## src/rtl/line_fill_buffer_if.sv

```systemverilog
// Cache-miss, store-snoop and pmem signals of the line fill buffer.
// master = cache/pmem side driving requests; slave = the buffer itself.
interface line_fill_buffer_if #(
  parameter int ADDR_WIDTH = 16,
  parameter int LINE_WIDTH = 128,
  parameter int CNT_WIDTH  = 16
);
  logic                  req_read;
  logic [ADDR_WIDTH-1:0] req_addr;
  logic                  req_resp;
  logic [LINE_WIDTH-1:0] line_out;
  logic                  buf_hit;
  logic                  st_en;
  logic [ADDR_WIDTH-1:0] st_addr;
  logic                  pmem_read;
  logic [ADDR_WIDTH-1:0] pmem_address;
  logic                  pmem_resp;
  logic [LINE_WIDTH-1:0] pmem_rdata;
  logic [CNT_WIDTH-1:0]  fill_count;

  modport master (
    output req_read, req_addr, st_en, st_addr, pmem_resp, pmem_rdata,
    input  req_resp, line_out, buf_hit, pmem_read, pmem_address, fill_count
  );

  modport slave (
    input  req_read, req_addr, st_en, st_addr, pmem_resp, pmem_rdata,
    output req_resp, line_out, buf_hit, pmem_read, pmem_address, fill_count
  );
endinterface

```

## src/rtl/line_fill_buffer.sv

```systemverilog
// Single-entry line fill buffer: hits answer in the same cycle, misses 1 cycle after pmem_resp.
// Requester holds req_read until req_resp; pmem_read is held until pmem_resp and never abandoned.
module line_fill_buffer #(
  parameter int ADDR_WIDTH  = 16,
  parameter int LINE_WIDTH  = 128,
  parameter int OFFSET_BITS = 4,
  parameter int CNT_WIDTH   = 16
) (
  input logic              clk,
  input logic              reset,
  line_fill_buffer_if.slave bus
);
  localparam int TAG_WIDTH = ADDR_WIDTH - OFFSET_BITS;

  typedef enum logic [1:0] {IDLE, FETCH, DONE} state_t;

  state_t                r_state;
  state_t                w_state_nxt;
  logic                  r_valid;
  logic                  r_stale;
  logic [TAG_WIDTH-1:0]  r_tag;
  logic [TAG_WIDTH-1:0]  r_pend_tag;
  logic [LINE_WIDTH-1:0] r_line;
  logic [CNT_WIDTH-1:0]  r_fill_count;

  logic [TAG_WIDTH-1:0]  w_req_tag;
  logic [TAG_WIDTH-1:0]  w_st_tag;
  logic                  w_hit;
  logic                  w_st_tag_hit;
  logic                  w_st_pend_hit;
  logic                  w_stale_nxt;
  logic                  w_start_fetch;
  logic                  w_fill;
  logic                  w_unused;

  assign w_req_tag     = bus.req_addr[ADDR_WIDTH-1:OFFSET_BITS];
  assign w_st_tag      = bus.st_addr[ADDR_WIDTH-1:OFFSET_BITS];
  assign w_hit         = r_valid && (r_tag == w_req_tag);
  assign w_st_tag_hit  = bus.st_en && (w_st_tag == r_tag);
  assign w_st_pend_hit = bus.st_en && (w_st_tag == r_pend_tag);
  // A store landing in the same cycle as the fill still marks it stale.
  assign w_stale_nxt   = r_stale | w_st_pend_hit;
  assign w_unused      = ^{bus.req_addr[OFFSET_BITS-1:0], bus.st_addr[OFFSET_BITS-1:0]};

  assign bus.buf_hit      = w_hit;
  assign bus.line_out     = r_line;
  assign bus.fill_count   = r_fill_count;
  assign bus.pmem_address = {r_pend_tag, {OFFSET_BITS{1'b0}}};

  always_ff @(posedge clk or posedge reset) begin
    if (reset) begin
      r_state <= IDLE;
    end else begin
      r_state <= w_state_nxt;
    end
  end

  always_comb begin
    w_state_nxt   = r_state;
    w_start_fetch = 1'b0;
    w_fill        = 1'b0;
    bus.req_resp  = 1'b0;
    bus.pmem_read = 1'b0;
    case (r_state)
      IDLE: begin
        if (bus.req_read) begin
          // A hit racing a store to the same line is demoted to a refetch.
          if (w_hit && !w_st_tag_hit) begin
            bus.req_resp = 1'b1;
          end else begin
            w_start_fetch = 1'b1;
            w_state_nxt   = FETCH;
          end
        end
      end
      FETCH: begin
        bus.pmem_read = 1'b1;
        if (bus.pmem_resp) begin
          w_fill      = 1'b1;
          w_state_nxt = DONE;
        end
      end
      DONE: begin
        bus.req_resp = bus.req_read && (w_req_tag == r_tag);
        w_state_nxt  = IDLE;
      end
      default: w_state_nxt = IDLE;
    endcase
  end

  always_ff @(posedge clk or posedge reset) begin
    if (reset) begin
      r_valid      <= 1'b0;
      r_stale      <= 1'b0;
      r_tag        <= '0;
      r_pend_tag   <= '0;
      r_line       <= '0;
      r_fill_count <= '0;
    end else begin
      if (w_st_tag_hit) begin
        r_valid <= 1'b0;
      end
      if (w_start_fetch) begin
        r_pend_tag <= w_req_tag;
        r_stale    <= 1'b0;
      end else if ((r_state == FETCH) && w_st_pend_hit) begin
        r_stale <= 1'b1;
      end
      // Stale fills still replace the line so DONE can answer the older requester.
      if (w_fill) begin
        r_line  <= bus.pmem_rdata;
        r_tag   <= r_pend_tag;
        r_valid <= !w_stale_nxt;
        if (r_fill_count != {CNT_WIDTH{1'b1}}) begin
          r_fill_count <= r_fill_count + CNT_WIDTH'(1);
        end
      end
    end
  end
endmodule
```

## src/flat_wrapper.sv

```systemverilog
// flat-port wrapper written by rule: the top's interface ports become plain ports
module line_fill_buffer_flat 
#(
  parameter int ADDR_WIDTH  = 16,
  parameter int LINE_WIDTH  = 128,
  parameter int OFFSET_BITS = 4,
  parameter int CNT_WIDTH   = 16
)
  (clk, reset, bus_req_read, bus_req_addr, bus_st_en, bus_st_addr, bus_pmem_resp, bus_pmem_rdata, bus_req_resp, bus_line_out, bus_buf_hit, bus_pmem_read, bus_pmem_address, bus_fill_count);
  line_fill_buffer_if #(.ADDR_WIDTH(ADDR_WIDTH), .LINE_WIDTH(LINE_WIDTH), .CNT_WIDTH(CNT_WIDTH)) bus_i ();
  input logic clk;
  input logic reset;
  input wire logic [$bits(bus_i.req_read)-1:0] bus_req_read;
  input wire logic [$bits(bus_i.req_addr)-1:0] bus_req_addr;
  input wire logic [$bits(bus_i.st_en)-1:0] bus_st_en;
  input wire logic [$bits(bus_i.st_addr)-1:0] bus_st_addr;
  input wire logic [$bits(bus_i.pmem_resp)-1:0] bus_pmem_resp;
  input wire logic [$bits(bus_i.pmem_rdata)-1:0] bus_pmem_rdata;
  output wire logic [$bits(bus_i.req_resp)-1:0] bus_req_resp;
  output wire logic [$bits(bus_i.line_out)-1:0] bus_line_out;
  output wire logic [$bits(bus_i.buf_hit)-1:0] bus_buf_hit;
  output wire logic [$bits(bus_i.pmem_read)-1:0] bus_pmem_read;
  output wire logic [$bits(bus_i.pmem_address)-1:0] bus_pmem_address;
  output wire logic [$bits(bus_i.fill_count)-1:0] bus_fill_count;
  assign bus_i.req_read = bus_req_read;
  assign bus_i.req_addr = bus_req_addr;
  assign bus_i.st_en = bus_st_en;
  assign bus_i.st_addr = bus_st_addr;
  assign bus_i.pmem_resp = bus_pmem_resp;
  assign bus_i.pmem_rdata = bus_pmem_rdata;
  assign bus_req_resp = bus_i.req_resp;
  assign bus_line_out = bus_i.line_out;
  assign bus_buf_hit = bus_i.buf_hit;
  assign bus_pmem_read = bus_i.pmem_read;
  assign bus_pmem_address = bus_i.pmem_address;
  assign bus_fill_count = bus_i.fill_count;
  line_fill_buffer #(.ADDR_WIDTH(ADDR_WIDTH), .LINE_WIDTH(LINE_WIDTH), .OFFSET_BITS(OFFSET_BITS), .CNT_WIDTH(CNT_WIDTH)) u_core (.clk(clk), .reset(reset), .bus(bus_i));
endmodule
```

## config.mk

```make
export PLATFORM = sky130hd
export DESIGN_NAME = line_fill_buffer_flat
export DESIGN_NICKNAME = d
export VERILOG_FILES = /design/src/rtl/line_fill_buffer_if.sv /design/src/rtl/line_fill_buffer.sv /design/src/flat_wrapper.sv
export SDC_FILE = /design/constraint.sdc
export NUM_CORES = 1
export LEC_CHECK = 0
export BUFFER_PORTS_ARGS = -buffer_cell sky130_fd_sc_hd__buf_4
export CAP_MARGIN = 20
export CELL_PAD_IN_SITES_DETAIL_PLACEMENT = 0
export CELL_PAD_IN_SITES_GLOBAL_PLACEMENT = 1
export CORE_ASPECT_RATIO = 1.25
export CORE_MARGIN = 4
export CORE_UTILIZATION = 26
export DETAILED_ROUTE_END_ITERATION = 6
export PLACE_DENSITY_LB_ADDON = 0.1
export SYNTH_ARGS = -nofsm -noshare
export SYNTH_HDL_FRONTEND = slang
export SYNTH_SLANG_ARGS = --single-unit
```

## constraint.sdc

```tcl
create_clock -name clk -period 7.5 [get_ports clk]
set_input_delay 1.125 -clock clk [delete_from_list [all_inputs] [get_ports clk]]
set_output_delay 1.125 -clock clk [all_outputs]
set_load 0.005 [all_outputs]
```

==> results of run 1 <==
[registers in the layout (all words and copies together), names as in the netlist]
register / cells
u_core.r_state: 2
u_core.r_pend_tag: 12
u_core.r_tag: 12
u_core.bus.fill_count: 16
u_core.r_valid: 1
u_core.bus.line_out: 128
u_core.r_stale: 1
[power breakdown]
group | switching, mW | leakage (nW) | internal, mW
Combinational | 0.642 | 3.13 | 0.764
Sequential | 0.276 | 2.14 | 1.34
Clock | 0.389 | 0.262 | 0.443
Total | 1.31 | 5.53 | 2.55
[kinds of logic (layout without fill, tap and decap cells)]
group                    Yosys count  after routing
AND/OR/NAND/NOR                  469            469
flip-flops                       172            172
XOR/XNOR                          51             51
buffers and inverters             42            356
multiplexers                      13             13
AO/OA/AOI/OAI                      8              8
adder cells (fa/ha/maj)            1              1
other                              1              4
[final cells by class]
cell class,instances,area share [%]
well taps,345,4.190
clock buffers,19,4.396
clock inverters,13,0.9109
repair buffers,318,23.17
multi-input cells,546,25.26
flip-flops and latches,172,41.78
inverters,6,0.2915
[per-layer routing]
layer	share of wire (%)	GRT usage (%)	routed length (um)	vias up
met3	8.1	5.541	1846	16
met1	40	17.61	9129	2724
met2	50	25.30	11440	201
met5	0	0	0	-
met4	1.6	4.278	371	0
li1	-	-	-	2936
[final timing paths]
| check | from | to | slack, ps | cells after the start |
|---|---|---|---|---|
| worst max register to register | u_core.r_state[1] | u_core.bus.line_out[18] | 4320 | 6 |
| min in group asynchronous | reset | u_core.r_pend_tag[4] | 830 | 2 |
| max in group asynchronous | reset | u_core.bus.line_out[121] | 5130 | 3 |
| worst min register to register | u_core.bus.line_out[26] | u_core.bus.line_out[26] | 470 | 2 |
| worst min-delay path | u_core.bus.line_out[26] | u_core.bus.line_out[26] | 470 | 2 |
| worst max-delay path | bus_req_addr[12] | bus_req_resp | 3940 | 6 |
[metrics by stage]
step	instances	power, mW
2_1_floorplan	760	2.190
3_3_place_gp	1387	3.079
3_5_place_dp	1387	3.087
4_1_cts	1419	3.947
5_1_grt	1419	4.167
6_report	1419	3.854
[cells in the final DEF (no fill, tap or decap), types with 2 or more instances in the layout]
| cell | netlist | routed |
|---|---|---|
| sky130_fd_sc_hd__nand2_1 | 429 | 429 |
| sky130_fd_sc_hd__buf_4 | 4 | 318 |
| sky130_fd_sc_hd__dfrtp_1 | 172 | 172 |
| sky130_fd_sc_hd__xnor2_1 | 36 | 36 |
| sky130_fd_sc_hd__clkbuf_16 | 0 | 17 |
| sky130_fd_sc_hd__xor2_1 | 15 | 15 |
| sky130_fd_sc_hd__nand3_1 | 12 | 12 |
| sky130_fd_sc_hd__nand4_1 | 8 | 8 |
| sky130_fd_sc_hd__mux2_4 | 8 | 8 |
| sky130_fd_sc_hd__nor2_1 | 5 | 5 |
| sky130_fd_sc_hd__mux2_2 | 5 | 5 |
| sky130_fd_sc_hd__inv_1 | 5 | 4 |
| sky130_fd_sc_hd__and3_1 | 4 | 4 |
| sky130_fd_sc_hd__conb_1 | 1 | 4 |
| sky130_fd_sc_hd__clkinv_2 | 0 | 4 |
| sky130_fd_sc_hd__clkinvlp_4 | 0 | 4 |
| sky130_fd_sc_hd__nor4_2 | 3 | 3 |
| sky130_fd_sc_hd__inv_6 | 0 | 3 |
| sky130_fd_sc_hd__clkinv_4 | 0 | 3 |
| sky130_fd_sc_hd__clkbuf_8 | 0 | 2 |
[worst reg2reg max path, delay by kind of cell (launching register included)]
kind,cells,cell delay (ps)
DFF,1,400
and+or+nand+nor,4,1210
buffers and inverters,2,1510
==> impl_summary.md, run 1 <==
Status
The flow ran to the end, and the final reports show no timing, DRC or antenna violations.

CTS
The largest buffer count on any clock path is 2. The clock latency on the worst-skew pair is 430 ps. The root buffer cell chosen for the clock tree is sky130_fd_sc_hd__clkbuf_16. For this design, the sink count on the clock tree is 172. After clock tree synthesis, the clock-pin slew on the worst setup and hold paths is 70 ps.

TritonCTS created 17 clock buffers. Once the clock tree was built, the setup fixing pass inserted 0 buffers. The hold buffer count at CTS is 0. TritonCTS built the clock tree. CTS built an H-tree with a depth of 4. The post-cts gate resize count is 0.

Flow run
Max-cap violations in this run came to 0.

Finish
Relative to the synthesized area, the layout overhead comes to 45.32%. 0 antenna diodes ended up in the layout. The sequential cells in the finished layout cover a total of 4304 sq um. The fraction of layout instances using a drive strength above 1 is 34.82%.

The post-layout utilization of the core is 38.40%. Once layout is done, the placed cells without fillers occupy 10,300 sq um. After the last flow step, the layout net total stands at 1,227. The multi-input combinational cells in the finished layout cover a total of 2603 sq um.

Fill cells in the final layout number 2,803.

Yosys
The mux share of post-synthesis cell area is 2.489%. The fraction of post-synthesis cell area in the top cell type by area is 60.71%. The post-synthesis instance area is 7089 sq um. The largest family of logic cells by synthesized area is simple AND/OR/NAND/NOR gates. The number of flops mapped to enable cells by yosys is 0. Each instance of the synthesized netlist takes up on average 9.365 sq um. The synthesized design contains 172 register bits. For this run, the leading register cell type out of synthesis is sky130_fd_sc_hd__dfrtp_1.

The most numerous cell in the Yosys netlist is sky130_fd_sc_hd__nand2_1. Synthesis produced a netlist whose cell count is 757. The post-synthesis simple-gate area fraction is 26.23%. The area share of xor/xnor cells in the synthesized design is 6.301%. Synthesis instantiated 36 different standard cells from the library.

The total number of yosys warnings is 0. The synthesized netlist devotes 1.235% of its cell area to compound gates. By count the netlist is led by 429 x sky130_fd_sc_hd__nand2_1, 172 x sky130_fd_sc_hd__dfrtp_1, 36 x sky130_fd_sc_hd__xnor2_1. Of all cell types, the one taking the most synthesized area is sky130_fd_sc_hd__dfrtp_1. The part of the Yosys area used for sequential elements is 60.71%. The proportion of synthesized flip-flops having asynchronous set or reset is 100.0%.

Yosys attributes the largest share of cell area to sky130_fd_sc_hd__dfrtp_1 61%, sky130_fd_sc_hd__nand2_1 23%, sky130_fd_sc_hd__xnor2_1 4.4%, sky130_fd_sc_hd__xor2_1 1.9%, sky130_fd_sc_hd__mux2_4 1.7%. Of the total synthesized cell area, the portion taken by full adders, half adders and majority gates is 0.1765%.

Pwr
The leakage power summed over all cells is 5.531 nW. The worst-case IR drop observed on VDD is 142.7 uV. The power density over the cells is 374.1 nW/um^2.

Floorplan
After floorplanning, the core was divided into 67 placement rows. The die span in y is 192.6 um. The floorplan step defined a die boundary enclosing 29,990 sq um. The total I/O pin count is 328. The die outline width is 155.7 um. The initial core utilization is 26.43%. The area of the placeable core is 26,830 sq um.

STA
The total negative setup slack is 0 ps. The time the final worst path needs with I/O delays and setup is 3558 ps. Final hold analysis gives a worst-case slack of 473.7 ps. Timing would allow up to 281.1 MHz. The post-route clock skew is 10.78 ps.

The worst-case headroom to the max-slew limit is 34.85%. The transition at the pin with the smallest max-transition slack is 977.2 ps. The final setup violation count is 0.

Setup repair after global routing left no endpoint under its margin. The share of the clock period used by the worst path is 47.44%. The number of max-slew violations in the final report was 0. In the post-route analysis, the smallest setup slack over all paths is 3942 ps. The count of endpoints failing hold in the final timing report came to 0.

Setup path
Data on the critical path is required at its endpoint by 6380 ps. The critical path class is input port to primary output. The cell family contributing the most delay on the critical path is simple AND/OR/NAND/NOR gates.

Traced cell by cell, the critical path runs through buf_4 > xor2_1 > nor4_2 > nand3_1 > a211oi_1 > buf_4. Counting both buffers and inverters, the worst setup path holds a total of 2. The critical path startpoint category is an input port. The kind of capture point of the worst setup path is a primary output.

Along the worst path, the maximum fanout reaches 3. Among the stages of the critical path, the cell type that occurs most often is sky130_fd_sc_hd__buf_4. The cell at the slowest stage of the critical path is sky130_fd_sc_hd__nor4_2. The data arrival time of the critical path is 2430 ps. The largest incremental delay on the critical path is 370 ps.

Placed design
After detailed placement, the total cell area comes to 9756 sq um. The detailed-placement wirelength estimate is 16,130 um. The placer's final routability congestion estimate is 0.7507.

Buffers placed on the I/O ports in this run total 315. Prior to clock tree synthesis, the placed netlist has a worst setup slack of 3752 ps.

Detailed routing
For this run, design rule violations remaining after detail routing come to 0. The remaining antenna violation count after routing is 0. In the final routed layout, each cell accounts on average for 16.06 um. The initial detailed-routing violation count is 230.

The number of vias per cell after detailed routing is 4.142. Detailed routing inserted a total of 5,877 vias. The detailed-router iteration count before antenna repair is 4. The final routed wirelength across all metal layers is 22,780 um.

GRT
Global routing used 14.88% of the available tracks. The global-route congestion overflow total is 0. The global-route wire length before repair is 34,570 um. The number of antenna violations at the first check in global routing is 0. The largest net degree at the start of global routing is 100.

The number of global-route vias before repair is 6,083.

Min path
The kind of path behind the tightest hold check is register to register.
Power figures use the tool's default switching activity.
==> run 2: changes to the inputs <==
==> constraint.sdc (replaced) <==
create_clock -name clk -period 3.05 [get_ports clk]
set_input_delay 0.4575 -clock clk [delete_from_list [all_inputs] [get_ports clk]]
set_output_delay 0.4575 -clock clk [all_outputs]
set_load 0.005 [all_outputs]
==> impl_summary.md, run 2 (synthesized netlist as in run 1, its figures left out) <==
Status
The run finished with clean final reports.

STA
The share of the clock period used by the worst path is 82.26%. The post-route clock skew is 16.06 ps. The routed design could run at a clock period as short as 2509 ps. Setup violations remaining at the end of the flow were counted as 0. Setup repair after global routing left no endpoint under its margin. The number of max-slew violations in the final report came to 0. The worst pin sits at a relative slew slack of 43.92%. The worst setup slack after layout is 541.1 ps. The timing-limited maximum frequency is 398.6 MHz. The total negative setup slack is 0 ps. At the pin with the least slew margin, the transition time is 841.2 ps. The count of endpoints failing hold in the final timing report is 0.

Finish
The layout has 2,819 filler cells. In the final design database the tool counted 1,228 nets. The finished layout cell area is 10,420 sq um.

The area growth from synthesis to final layout is 46.96%. The register with the most flip-flops in the layout has 128 of them. The fraction of layout instances using a drive strength above 1 is 34.51%. The post-layout utilization of the core is 38.84%. In the layout the commonest cells are 429 x sky130_fd_sc_hd__nand2_1, 315 x sky130_fd_sc_hd__buf_4, 172 x sky130_fd_sc_hd__dfrtp_1, 36 x sky130_fd_sc_hd__xnor2_1, 17 x sky130_fd_sc_hd__clkbuf_16.

The library cell used most frequently in the layout, excluding fill and tap cells, is sky130_fd_sc_hd__nand2_1.

Detailed routing
The top layer used by detailed routing is met4. The met3 wirelength from detailed routing is 1907 um. The total via count in the routed design is 5,891. The first routing iteration left 215 violations. For this block, the routed nets add up to 22,710 um of wire. For this block, wires on met1 add up to 9050 um. Dividing the detail-routed via count by the number of cells gives 4.146.

In the final routed layout, each cell accounts on average for 15.98 um. In this run the remaining antenna-violating nets after routing total 0. Wire segments on met2 add up to 11,420 um in the final route. The detailed-router iteration count before antenna repair is 4. The DRC violation count after routing is 0.

Setup path
The biggest fanout along the worst timing path is 3. Data arrives at the worst endpoint at 2050 ps. The required time of the worst setup path is 2590 ps. The cell at the slowest stage of the critical path is sky130_fd_sc_hd__o41ai_2. Traced cell by cell, the critical path runs through xnor2_1 > nand4_1 > o41ai_2 > a211oi_1 > buf_4. STA classifies the critical path endpoint as a primary output. The critical path startpoint category is a register. The critical path in this run is classified as register to primary output.

The largest single stage delay on the critical path is 480 ps.

Floorplan
The die area is 29,990 sq um. The initial core utilization is 26.43%. Measured along the x axis, the die boundary spans 155.7 um. The number of core rows is 67. During I/O placement, the number of pins put on the boundary was 328. The die is 192.6 um tall. The area of the placeable core is 26,830 sq um.

CTS
The total clock sinks is 172. The clock tree from TritonCTS is done. The clock latency on the worst-skew pair is 430 ps.

Buffers inserted to repair hold after CTS numbered 0. In this run the post-CTS setup repair buffer count came out at 0. Clock tree synthesis inserted a total of 17 buffers.

The post-cts gate resize count is 0. After clock tree synthesis, the clock-pin slew on the worst setup and hold paths is 70 ps. No sink is reached through more buffers than the 2 on the longest clock path.

The root buffer cell chosen for the clock tree is sky130_fd_sc_hd__clkbuf_16. The H-tree depth reported by CTS is 4.

GRT
In the global route stage, overall resource usage came out at 14.88%. The global-route congestion overflow total is 0. The number of antenna violations at the first check in global routing is 0. The largest net degree at the start of global routing is 143. The number of global-route vias before repair is 6,042. The global-route wire length before repair is 34,560 um.

Flow run
Max-cap violations in this run came to 0.

Placed design
The detailed-placement wirelength estimate is 15,920 um. Port buffering added 315 buffers. After detailed placement, the total cell area comes to 9812 sq um. Timing analysis after detailed placement gives a worst setup slack of 800.4 ps. At the end of routability-driven placement, the weighted congestion stood at 0.7452.

Pwr
In this run the static leakage power is 5.577 nW. The worst-case vdd ir drop is 345.8 uV. After layout, the design draws a total of 9.719 mW. The power density over the cells is 932.9 nW/um^2.

Min path
The min-delay analysis places its worst path in the category input port to async pin.
==> run 2: area by class of cell <==
class | instances | area, sq um | area share (%)
flip-flops and latches | 172 | 4304 | 41.31
multi-input cells | 546 | 2603 | 24.98
repair buffers | 319 | 2445 | 23.47
clock buffers | 23 | 467.9 | 4.491
well taps | 345 | 431.7 | 4.143
clock inverters | 9 | 136.4 | 1.309
inverters | 6 | 28.78 | 0.2762
diodes | 1 | 2.502 | 0.02402
==> run 2: report_power, final <==
| group | total (mW) | internal, mW | switching, mW |
|---|---|---|---|
| combinational | 3.47 | 1.90 | 1.57 |
| sequential | 3.98 | 3.30 | 0.687 |
| clock | 2.27 | 1.34 | 0.927 |
| total | 9.72 | 6.53 | 3.19 |
==> run 2: routing by layer <==
layer / up-vias / track usage, %
met5: - / 0
met4: 0 / 4.446
met3: 17 / 5.900
met2: 183 / 24.78
met1: 2754 / 17.77
li1: 2937 / -
==> run 2: critical path: cells and delay by family, from the launching register on <==
family                    cells  cell delay, ps
DFF                           1             430
AOI/OAI and AO/OA             2             650
xor gates and xnor gates      1             240
buffers and inverters         1             170
and+or+nand+nor               1             140
==> run 2: final timing paths <==
check | depth (start not counted) | start | to | slack, ps
min in group clk | 3 | bus_pmem_rdata[54] | u_core.bus.line_out[54] | 210
hold reg to reg | 2 | u_core.bus.line_out[76] | u_core.bus.line_out[76] | 470
max in group asynchronous | 3 | reset | u_core.r_tag[7] | 2040
setup reg to reg | 5 | u_core.r_tag[5] | u_core.r_pend_tag[10] | 910
setup / recovery | 5 | u_core.r_tag[5] | bus_req_resp | 540
hold / removal | 2 | reset | u_core.bus.line_out[48] | 110
==> run 2: through the flow <==
| stage | hold WS (ps) | instances |
|---|---|---|
| global placement | 458.8 | 1388 |
| detailed placement | 463.2 | 1388 |
| floorplan | 469.7 | 760 |
| finish | 112.4 | 1421 |
| global route | 137.5 | 1420 |
| CTS | 109.8 | 1420 |
